## src/rtl/adc_frame_sequencer_pkg.sv

```systemverilog
// Shared encodings for the ADC SPI frame sequencer: FSM states, frame layout,
// channel-mode codes and the channel schedule helper.
package adc_frame_sequencer_pkg;

  typedef enum logic [2:0] {
    ST_IDLE  = 3'd0,
    ST_SETUP = 3'd1,
    ST_LOW   = 3'd2,
    ST_HIGH  = 3'd3,
    ST_HOLD  = 3'd4
  } seq_state_e;

  typedef enum logic [1:0] {
    MODE_CH0       = 2'b00,
    MODE_CH1       = 2'b01,
    MODE_ALT       = 2'b10,
    MODE_CH0_ALIAS = 2'b11
  } chan_mode_e;

  // Frame on DOUT, MSB first: lead 0, D11..D0, two trailing zeros, Z.
  localparam int FRAME_BITS   = 16;
  localparam int BIT_CNT_W    = 5;
  localparam int LEAD_POS     = 15;
  localparam int DATA_MSB     = 14;
  localparam int DATA_LSB     = 3;
  localparam int TRAIL_HI_POS = 2;
  localparam int TRAIL_LO_POS = 1;
  localparam int SAMPLE_W     = DATA_MSB - DATA_LSB + 1;

  function automatic logic sched_chan(input logic [1:0] mode, input logic alt_ptr);
    logic ch;
    ch = 1'b0;
    case (mode)
      MODE_CH1: ch = 1'b1;
      MODE_ALT: ch = alt_ptr;
      default:  ch = 1'b0;
    endcase
    return ch;
  endfunction

endpackage

```

## src/rtl/sclk_tick_gen.sv

```systemverilog
// Half-period divider: pulses tick_o every HALF_DIV clocks; clr_i holds the
// count at zero so the first half-period after a clear is full length.
module sclk_tick_gen #(
  parameter int HALF_DIV = 2
) (
  input  logic clk_i,
  input  logic rst_i,
  input  logic clr_i,
  output logic tick_o
);

  localparam int CW = (HALF_DIV > 1) ? $clog2(HALF_DIV) : 1;
  localparam logic [CW-1:0] LAST = CW'(HALF_DIV - 1);

  logic [CW-1:0] cnt_q, cnt_d;

  always_comb begin
    cnt_d = cnt_q;
    if (clr_i || (cnt_q == LAST)) begin
      cnt_d = '0;
    end else begin
      cnt_d = cnt_q + 1'b1;
    end
  end

  assign tick_o = !clr_i && (cnt_q == LAST);

  always_ff @(posedge clk_i or posedge rst_i) begin
    if (rst_i) begin
      cnt_q <= '0;
    end else begin
      cnt_q <= cnt_d;
    end
  end

endmodule

```

## src/rtl/adc_frame_sequencer.sv

```systemverilog
// SPI master for a dual-channel 12-bit SAR ADC: issues one nCS/SCLK frame per
// sample period, schedules CHSEL, and emits one tagged 12-bit sample per frame.
module adc_frame_sequencer
  import adc_frame_sequencer_pkg::*;
#(
  parameter int HALF_DIV      = 2,
  parameter int SAMPLE_PERIOD = 80,
  parameter int PER_W         = 16
) (
  input  logic                CLK,
  input  logic                RST,
  input  logic                enable,
  input  logic [1:0]          chan_mode,
  output logic                nCS,
  output logic                SCLK,
  output logic                CHSEL,
  input  logic                DOUT,
  output logic [SAMPLE_W-1:0] sample_data,
  output logic                sample_chan,
  output logic                sample_err,
  output logic                sample_valid,
  output logic                late,
  output seq_state_e          dbg_state_o
);

  localparam logic [PER_W-1:0]     PER_LAST = PER_W'(SAMPLE_PERIOD - 1);
  localparam logic [BIT_CNT_W-1:0] BITS_END = BIT_CNT_W'(FRAME_BITS);

  seq_state_e                state_q, state_d;
  logic [PER_W-1:0]          per_q, per_d;
  logic [BIT_CNT_W-1:0]      bit_cnt_q, bit_cnt_d;
  logic [FRAME_BITS-1:0]     sr_q, sr_d;
  logic                      ncs_q, ncs_d;
  logic                      sclk_q, sclk_d;
  logic                      chsel_q, chsel_d;
  logic                      alt_q, alt_d;
  logic                      frame_alt_q, frame_alt_d;
  logic                      pend_q, pend_d;
  logic                      late_q, late_d;
  logic [SAMPLE_W-1:0]       data_q, data_d;
  logic                      chan_q, chan_d;
  logic                      err_q, err_d;
  logic                      valid_q, valid_d;
  logic                      tick;
  logic                      period_evt;

  sclk_tick_gen #(
    .HALF_DIV(HALF_DIV)
  ) u_tick (
    .clk_i (CLK),
    .rst_i (RST),
    .clr_i (state_q == ST_IDLE),
    .tick_o(tick)
  );

  // The counter sits at zero for one clock per period while enabled; that
  // clock is the period event, and enable rising from a held-zero counter
  // therefore starts a frame straight away.
  assign period_evt = enable && (per_q == '0);

  always_comb begin
    per_d = '0;
    if (enable && (per_q != PER_LAST)) begin
      per_d = per_q + 1'b1;
    end
  end

  always_comb begin
    state_d     = state_q;
    bit_cnt_d   = bit_cnt_q;
    sr_d        = sr_q;
    ncs_d       = ncs_q;
    sclk_d      = sclk_q;
    chsel_d     = chsel_q;
    alt_d       = alt_q;
    frame_alt_d = frame_alt_q;
    pend_d      = pend_q;
    late_d      = late_q;
    data_d      = data_q;
    chan_d      = chan_q;
    err_d       = err_q;
    valid_d     = 1'b0;

    // At most one overrun start is remembered; dropping enable forgets it.
    if (!enable) begin
      pend_d = 1'b0;
    end else if (period_evt && (state_q != ST_IDLE)) begin
      pend_d = 1'b1;
      late_d = 1'b1;
    end

    case (state_q)
      ST_IDLE: begin
        if (enable && (period_evt || pend_q)) begin
          chsel_d     = sched_chan(chan_mode, alt_q);
          frame_alt_d = (chan_mode == MODE_ALT);
          ncs_d       = 1'b0;
          bit_cnt_d   = '0;
          pend_d      = 1'b0;
          state_d     = ST_SETUP;
        end
      end
      ST_SETUP: begin
        if (tick) begin
          sclk_d  = 1'b0;
          state_d = ST_LOW;
        end
      end
      ST_LOW: begin
        if (tick) begin
          sclk_d    = 1'b1;
          sr_d      = {sr_q[FRAME_BITS-2:0], DOUT};
          bit_cnt_d = bit_cnt_q + 1'b1;
          state_d   = ST_HIGH;
        end
      end
      ST_HIGH: begin
        if (tick) begin
          if (bit_cnt_q == BITS_END) begin
            ncs_d   = 1'b1;
            state_d = ST_HOLD;
          end else begin
            sclk_d  = 1'b0;
            state_d = ST_LOW;
          end
        end
      end
      ST_HOLD: begin
        if (tick) begin
          data_d  = sr_q[DATA_MSB:DATA_LSB];
          chan_d  = chsel_q;
          err_d   = sr_q[LEAD_POS] | sr_q[TRAIL_HI_POS] | sr_q[TRAIL_LO_POS];
          valid_d = 1'b1;
          if (frame_alt_q) begin
            alt_d = ~alt_q;
          end
          state_d = ST_IDLE;
        end
      end
      default: begin
        ncs_d   = 1'b1;
        sclk_d  = 1'b1;
        state_d = ST_IDLE;
      end
    endcase
  end

  always_ff @(posedge CLK or posedge RST) begin
    if (RST) begin
      state_q     <= ST_IDLE;
      per_q       <= '0;
      bit_cnt_q   <= '0;
      sr_q        <= '0;
      ncs_q       <= 1'b1;
      sclk_q      <= 1'b1;
      chsel_q     <= 1'b0;
      alt_q       <= 1'b0;
      frame_alt_q <= 1'b0;
      pend_q      <= 1'b0;
      late_q      <= 1'b0;
      data_q      <= '0;
      chan_q      <= 1'b0;
      err_q       <= 1'b0;
      valid_q     <= 1'b0;
    end else begin
      state_q     <= state_d;
      per_q       <= per_d;
      bit_cnt_q   <= bit_cnt_d;
      sr_q        <= sr_d;
      ncs_q       <= ncs_d;
      sclk_q      <= sclk_d;
      chsel_q     <= chsel_d;
      alt_q       <= alt_d;
      frame_alt_q <= frame_alt_d;
      pend_q      <= pend_d;
      late_q      <= late_d;
      data_q      <= data_d;
      chan_q      <= chan_d;
      err_q       <= err_d;
      valid_q     <= valid_d;
    end
  end

  assign nCS          = ncs_q;
  assign SCLK         = sclk_q;
  assign CHSEL        = chsel_q;
  assign sample_data  = data_q;
  assign sample_chan  = chan_q;
  assign sample_err   = err_q;
  assign sample_valid = valid_q;
  assign late         = late_q;
  assign dbg_state_o  = state_q;

endmodule

```

## config.mk

```make
export PLATFORM = sky130hd
export DESIGN_NAME = adc_frame_sequencer
export DESIGN_NICKNAME = d
export VERILOG_FILES = /design/src/rtl/adc_frame_sequencer_pkg.sv /design/src/rtl/sclk_tick_gen.sv /design/src/rtl/adc_frame_sequencer.sv
export SDC_FILE = /design/constraint.sdc
export NUM_CORES = 1
export LEC_CHECK = 0
export CORE_MARGIN = 2
export CORE_UTILIZATION = 60
export DETAILED_ROUTE_END_ITERATION = 10
export PLACE_DENSITY_LB_ADDON = 0.05
export SLEW_MARGIN = 15
export SYNTH_ARGS = -nofsm -noshare
export SYNTH_HDL_FRONTEND = slang
export SYNTH_SLANG_ARGS = --single-unit
```

## constraint.sdc

```tcl
create_clock -name CLK -period 2.9 [get_ports CLK]
set_input_delay 0.58 -clock CLK [delete_from_list [all_inputs] [get_ports CLK]]
set_output_delay 0.58 -clock CLK [all_outputs]
set_load 0.005 [all_outputs]
```

# After elaboration in Yosys (flattened, before gate mapping)
# Index checks and enable logic that the tools add are counted.
# word_totals
register_bits,63
input_bits,6
# classes
add_sub_neg,3
eq_ne,15
mux,28
bitwise_logic,5
n_reduce_logical,23
# op_table
op,n
$mux 3,6
$add 16x1->16 const B,1
$logic_not 16->1,1
$mux 16,1
$ne 16x7->1 const B,1
$pmux 3 s5,1
$mux 1,14
$ne 2x2->1 const B,7
$mux 5,2
$pmux 5 s2,1
$reduce_and 5->1,2
$reduce_and 2->1,4
$eq 3x2->1 const B,2
$reduce_and 3->1,2
$add 5x1->5 const B,1
$eq 5x5->1 const B,1
$logic_and 1x1->1,5
$pmux 1 s4,1
$reduce_and 4->1,1
$eq 3x1->1 const B,1
$eq 3x3->1 const B,1
$logic_not 3->1,1
$not 1->1,3
$pmux 1 s3,1
11 further kinds,13

# Longest topological paths before layout
# logic_depth
word_depth,7
depth_mapped,7

# Modules after synthesis
# Synthesis repeated with hierarchy kept, for this count alone.
# unflattened
hier_cells,249
hier_area_um2,2887.8
# modules_own_cells
module,n_inst,cells_per_inst,area_per_inst_um2,seq_area_each_um2
adc_frame_sequencer,1,245,2841.5,1554.0
sclk_tick_gen,1,4,46.3,25.0

# Worst setup path before layout
# No wires, ideal clock.
# synth_path
path_type,reg-to-reg
start,register per_q[0]
end,"register chsel_q, in the netlist CHSEL"
t_arrival_ns,1.538
slack_ns,1.237
path_stages_with_launch,8
path_buffers,0
period_less_slack_ns,1.663
cell_sequence,dfrtp_1 > inv_1 > ha_1 > nand2_1 > nor4_1 > nand2_2 > a21bo_2 > mux2_4
# synth_between
elab_chain_len,5
# synth_lines
element,line_no,text
start: declaration,adc_frame_sequencer.sv:30,"logic [PER_W-1:0] per_q, per_d;"
start signal: assignment,adc_frame_sequencer.sv:167,per_q <= per_d;
$logic_not 16->1,adc_frame_sequencer.sv:59,assign period_evt = enable && (per_q == '0);
$logic_and 1x1->1,adc_frame_sequencer.sv:59,
$logic_or 1x1->1,adc_frame_sequencer.sv:94,if (enable && (period_evt || pend_q)) begin
$logic_and 1x1->1,adc_frame_sequencer.sv:94,
$reduce_and 2->1 (no source line),--,
end signal: assignment,adc_frame_sequencer.sv:172,chsel_q <= chsel_d;
end: declaration,adc_frame_sequencer.sv:35,"logic chsel_q, chsel_d;"
# No other way between the ends.
# A chain may end at the register's enable or synchronous reset.

# Worst setup path after layout
# layout_path
start,"register state_q[0], in the netlist dbg_state_o[0]"
end,output port dbg_state_o[0]
# layout_rtl
element,line_no,text
start: declaration,adc_frame_sequencer.sv:29,"seq_state_e state_q, state_d;"
start signal: assignment,adc_frame_sequencer.sv:166,state_q <= state_d;
end: declaration,adc_frame_sequencer.sv:23,output seq_state_e dbg_state_o
# No word-level cell between the ends.

==> results by group <==
Status
  – Outcome: finished clean

Synth
  – Warnings, synthesis: 0
  – Seq/Total Area, Yosys: around 56%
  – Synth top area share: a little over half
  – Post-synthesis register bit count: between 60 and 70
  – Ys flop type: dfrtp_1
  – Top post-synthesis cells by area: dfrtp_1 54%, nand2_1 7.9%, mux2_2 5.2%, nor2_1 3.3%, xnor2_1 3.1%
  – Syn Inst Count: 269
  – Post-synth EDFFs: 0
  – Syn Std Cell Area: between 0.002 and 0.003 mm2
  – Ys async rst share: between 90% and 100%
  – Syn nets: about 280
  – Yosys cell types: between 40 and 50
  – Mean Syn Cell Area: ~10 um2
  – Synth area leader: dfrtp_1

Clocking
  – Number of hold buffers added after cts: 0
  – Postcts setup bufs: 0
  – CTS clk-pin slew, worst paths: about 0.070 ns
  – CTS Sinks: 63
  – H-tree depth: 3
  – Worst-case clock buffer depth: 2
  – Root buf cell: clkbuf_8
  – CTS tree: built
  – Clock Latency Late Sink: 0.34 ns
  – CTS Buf Count: 9
  – Cts repair resizes: 0

Critical path
  – CP endpoint kind: output pin
  – CP max stage delay: 0.66 ns
  – CP Class: reg2out
  – Critical Path AT: roughly 1.6 ns
  – Worst path cell trace: clkdlybuf4s50_1
  – CP max FO: 15
  – Slowest CP cell: dfrtp_1
  – CP bufs+invs: 1
  – CP Launch Type: flip-flop
  – Required @ worst endpoint: 2.32 ns
  – Critical path's top delay family: flip-flops

Floorplanning
  – Rows: 24
  – Core area: about 0.0044 mm2
  – Chip Width: 72.41 um
  – Num ports: 28
  – Starting Density: around 63%
  – Die area: 0.005242 mm2
  – Overall die height: between 70 and 80 um

GRT
  – First-pass GRT wire length: 8.742 mm
  – Largest net degree at the start of global routing: 42
  – Total global-route track usage: 21.80%
  – Initial antenna violation count: 0
  – Vias in the first global route: roughly 2000
  – Total gr overflow: 0

STA
  – Final-report max-slew violation count: 0
  – Setup TNS after final layout: 0 ns
  – FMAX: approximately 460 MHz
  – Clock Skew: around 0.0084 ns
  – Slew HR: approximately 65%
  – RSZ-0062 raised after global routing: no
  – Tightest Pin Transition: 0.5149 ns
  – Final setup viols: 0
  – Hold Vio Cnt, Final: 0
  – Final Cycle Share: around 75%
  – Final min period: between 2 and 2.5 ns

Drt
  – Drt drc: 0
  – Via count: slightly below 2000
  – Drt pass-1 iters: 4
  – Starting DRC count in detailed routing: about 120
  – Antenna viol nets, final: 0
  – Drt wl/cell: between 10 and 15 um
  – Total routed wirelength: roughly 5.1 mm
  – Via density: 5.508

Cells and area
  – Synthesis-to-layout area growth: 19.21%
  – Post-layout nets: 313
  – Final core utilization: 75.31%
  – Share of cells above drive strength 1: between 15 and 20%
  – Diode count: 0

Placement
  – PortBufs: 27
  – Post-DP HPWL: ~3.2 mm
  – Routability cong.: between 0.7 and 0.8

Power
  – P per Cell Area: between 500 and 600 mW/mm2
  – Peak VDD IR: roughly 0.31 mV
  – Pleak: 1.563 nW

Flow run
  – MaxCap Viol Count: 0

Worst hold path
  – Hold WC Path Type: reg2reg
==> registers in the layout, summed over array words and instances, names as in the netlist <==
register      count
CHSEL             1
late              1
per_q            16
bit_cnt_q         5
nCS               1
dbg_state_o       3
sample_chan       1
sample_data      12
SCLK              1
alt_q             1
frame_alt_q       1
pend_q            1
sample_valid      1
sample_err        1
u_tick.cnt_q      1
sr_q             16
==> cells by family after synthesis <==
logic type	share of synthesized area, %
multiplexers	6.640
buffers and inverters	3.208
adder cells (fa/ha/maj)	2.674
XOR/XNOR	4.679
flip-flops	56.24
AO/OA/AOI/OAI	6.239
AND/OR/NAND/NOR	20.32
==> through the flow <==
step	hold slack, ns	total power [W]	setup WS, ns	std cells	cell area, um2
finish	0.4824	0.001769	0.7313	358	3347
global route	0.4913	0.001824	0.6833	358	3347
CTS	0.4824	0.001785	0.7391	358	3347
detailed placement	0.4652	0.0009772	0.5645	342	3133
global placement	0.4545	0.0009756	0.6285	342	3133
floorplan	0.4386	0.0009538	0.7536	269	2808
==> final cells by class <==
| class | instances | area [um2] |
|---|---|---|
| Clock buffer | 11 | 151.4 |
| Clock inverter | 5 | 62.56 |
| Fill cell | 304 | 1097 |
| Inverter | 10 | 37.54 |
| Multi-Input combinational cell | 186 | 1139 |
| Sequential cell | 63 | 1579 |
| Tap cell | 52 | 65.06 |
| Timing Repair Buffer | 31 | 312.8 |
==> metal layers <==
layer / share of wire [%] / track usage [%]
met4: 2.1 / 12.14
met3: 3.5 / 4.444
met5: 0 / 0
met2: 47 / 33.33
met1: 48 / 29.29
==> placed cells by master (no fill, tap or decap), types with 3 or more instances in the layout <==
cell             synthesis  routed
dfrtp_1                 61      61
nand2_1                 59      59
clkdlybuf4s50_1          0      27
nor2_1                  25      25
mux2_2                  13      13
clkbuf_8                 0      11
nand3_1                 10      10
xnor2_1                 10      10
nor3_1                   8       8
inv_1                    9       8
a21oi_1                  7       7
o21ai_0                  7       7
ha_1                     6       6
xor2_1                   5       5
nor4_1                   4       4
nand4_1                  4       4
a31oi_1                  3       3
buf_4                    1       3
==> synth_stat cells (2+ instances only) <==
| library cell | count |
|---|---|
| dfrtp_1 | 61 |
| and3_1 | 2 |
| o21ai_0 | 7 |
| a31oi_1 | 3 |
| mux2_2 | 13 |
| nor4_1 | 4 |
| dfstp_2 | 2 |
| ha_1 | 6 |
| nand2_2 | 2 |
| buf_2 | 3 |
| clkbuf_1 | 5 |
| a21oi_1 | 7 |
| nand4_1 | 4 |
| nand3_1 | 10 |
| xnor2_1 | 10 |
| nor3_1 | 8 |
| nor2_1 | 25 |
| xor2_1 | 5 |
| nand2_1 | 59 |
| a22o_1 | 2 |
| inv_1 | 9 |
| mux2_4 | 2 |
==> final timing paths <==
kind / start / end / slack, ns / cells after the start
max: dbg_state_o[0] / dbg_state_o[0] / 0.73 / 1
min: alt_q / alt_q / 0.48 / 1
max reg2reg: dbg_state_o[0] / bit_cnt_q[3] / 1.02 / 4
min reg2reg: alt_q / alt_q / 0.48 / 1
max in group asynchronous: RST / nCS / 1.67 / 3
min in group asynchronous: RST / per_q[9] / 0.59 / 2
==> power breakdown <==
group          internal (W)  switching, W  leakage (nW)
Sequential         0.000892     0.0000116         0.805
Clock              0.000450      0.000360         0.103
Combinational     0.0000200     0.0000355         0.655
Power figures use the tool's default switching activity.
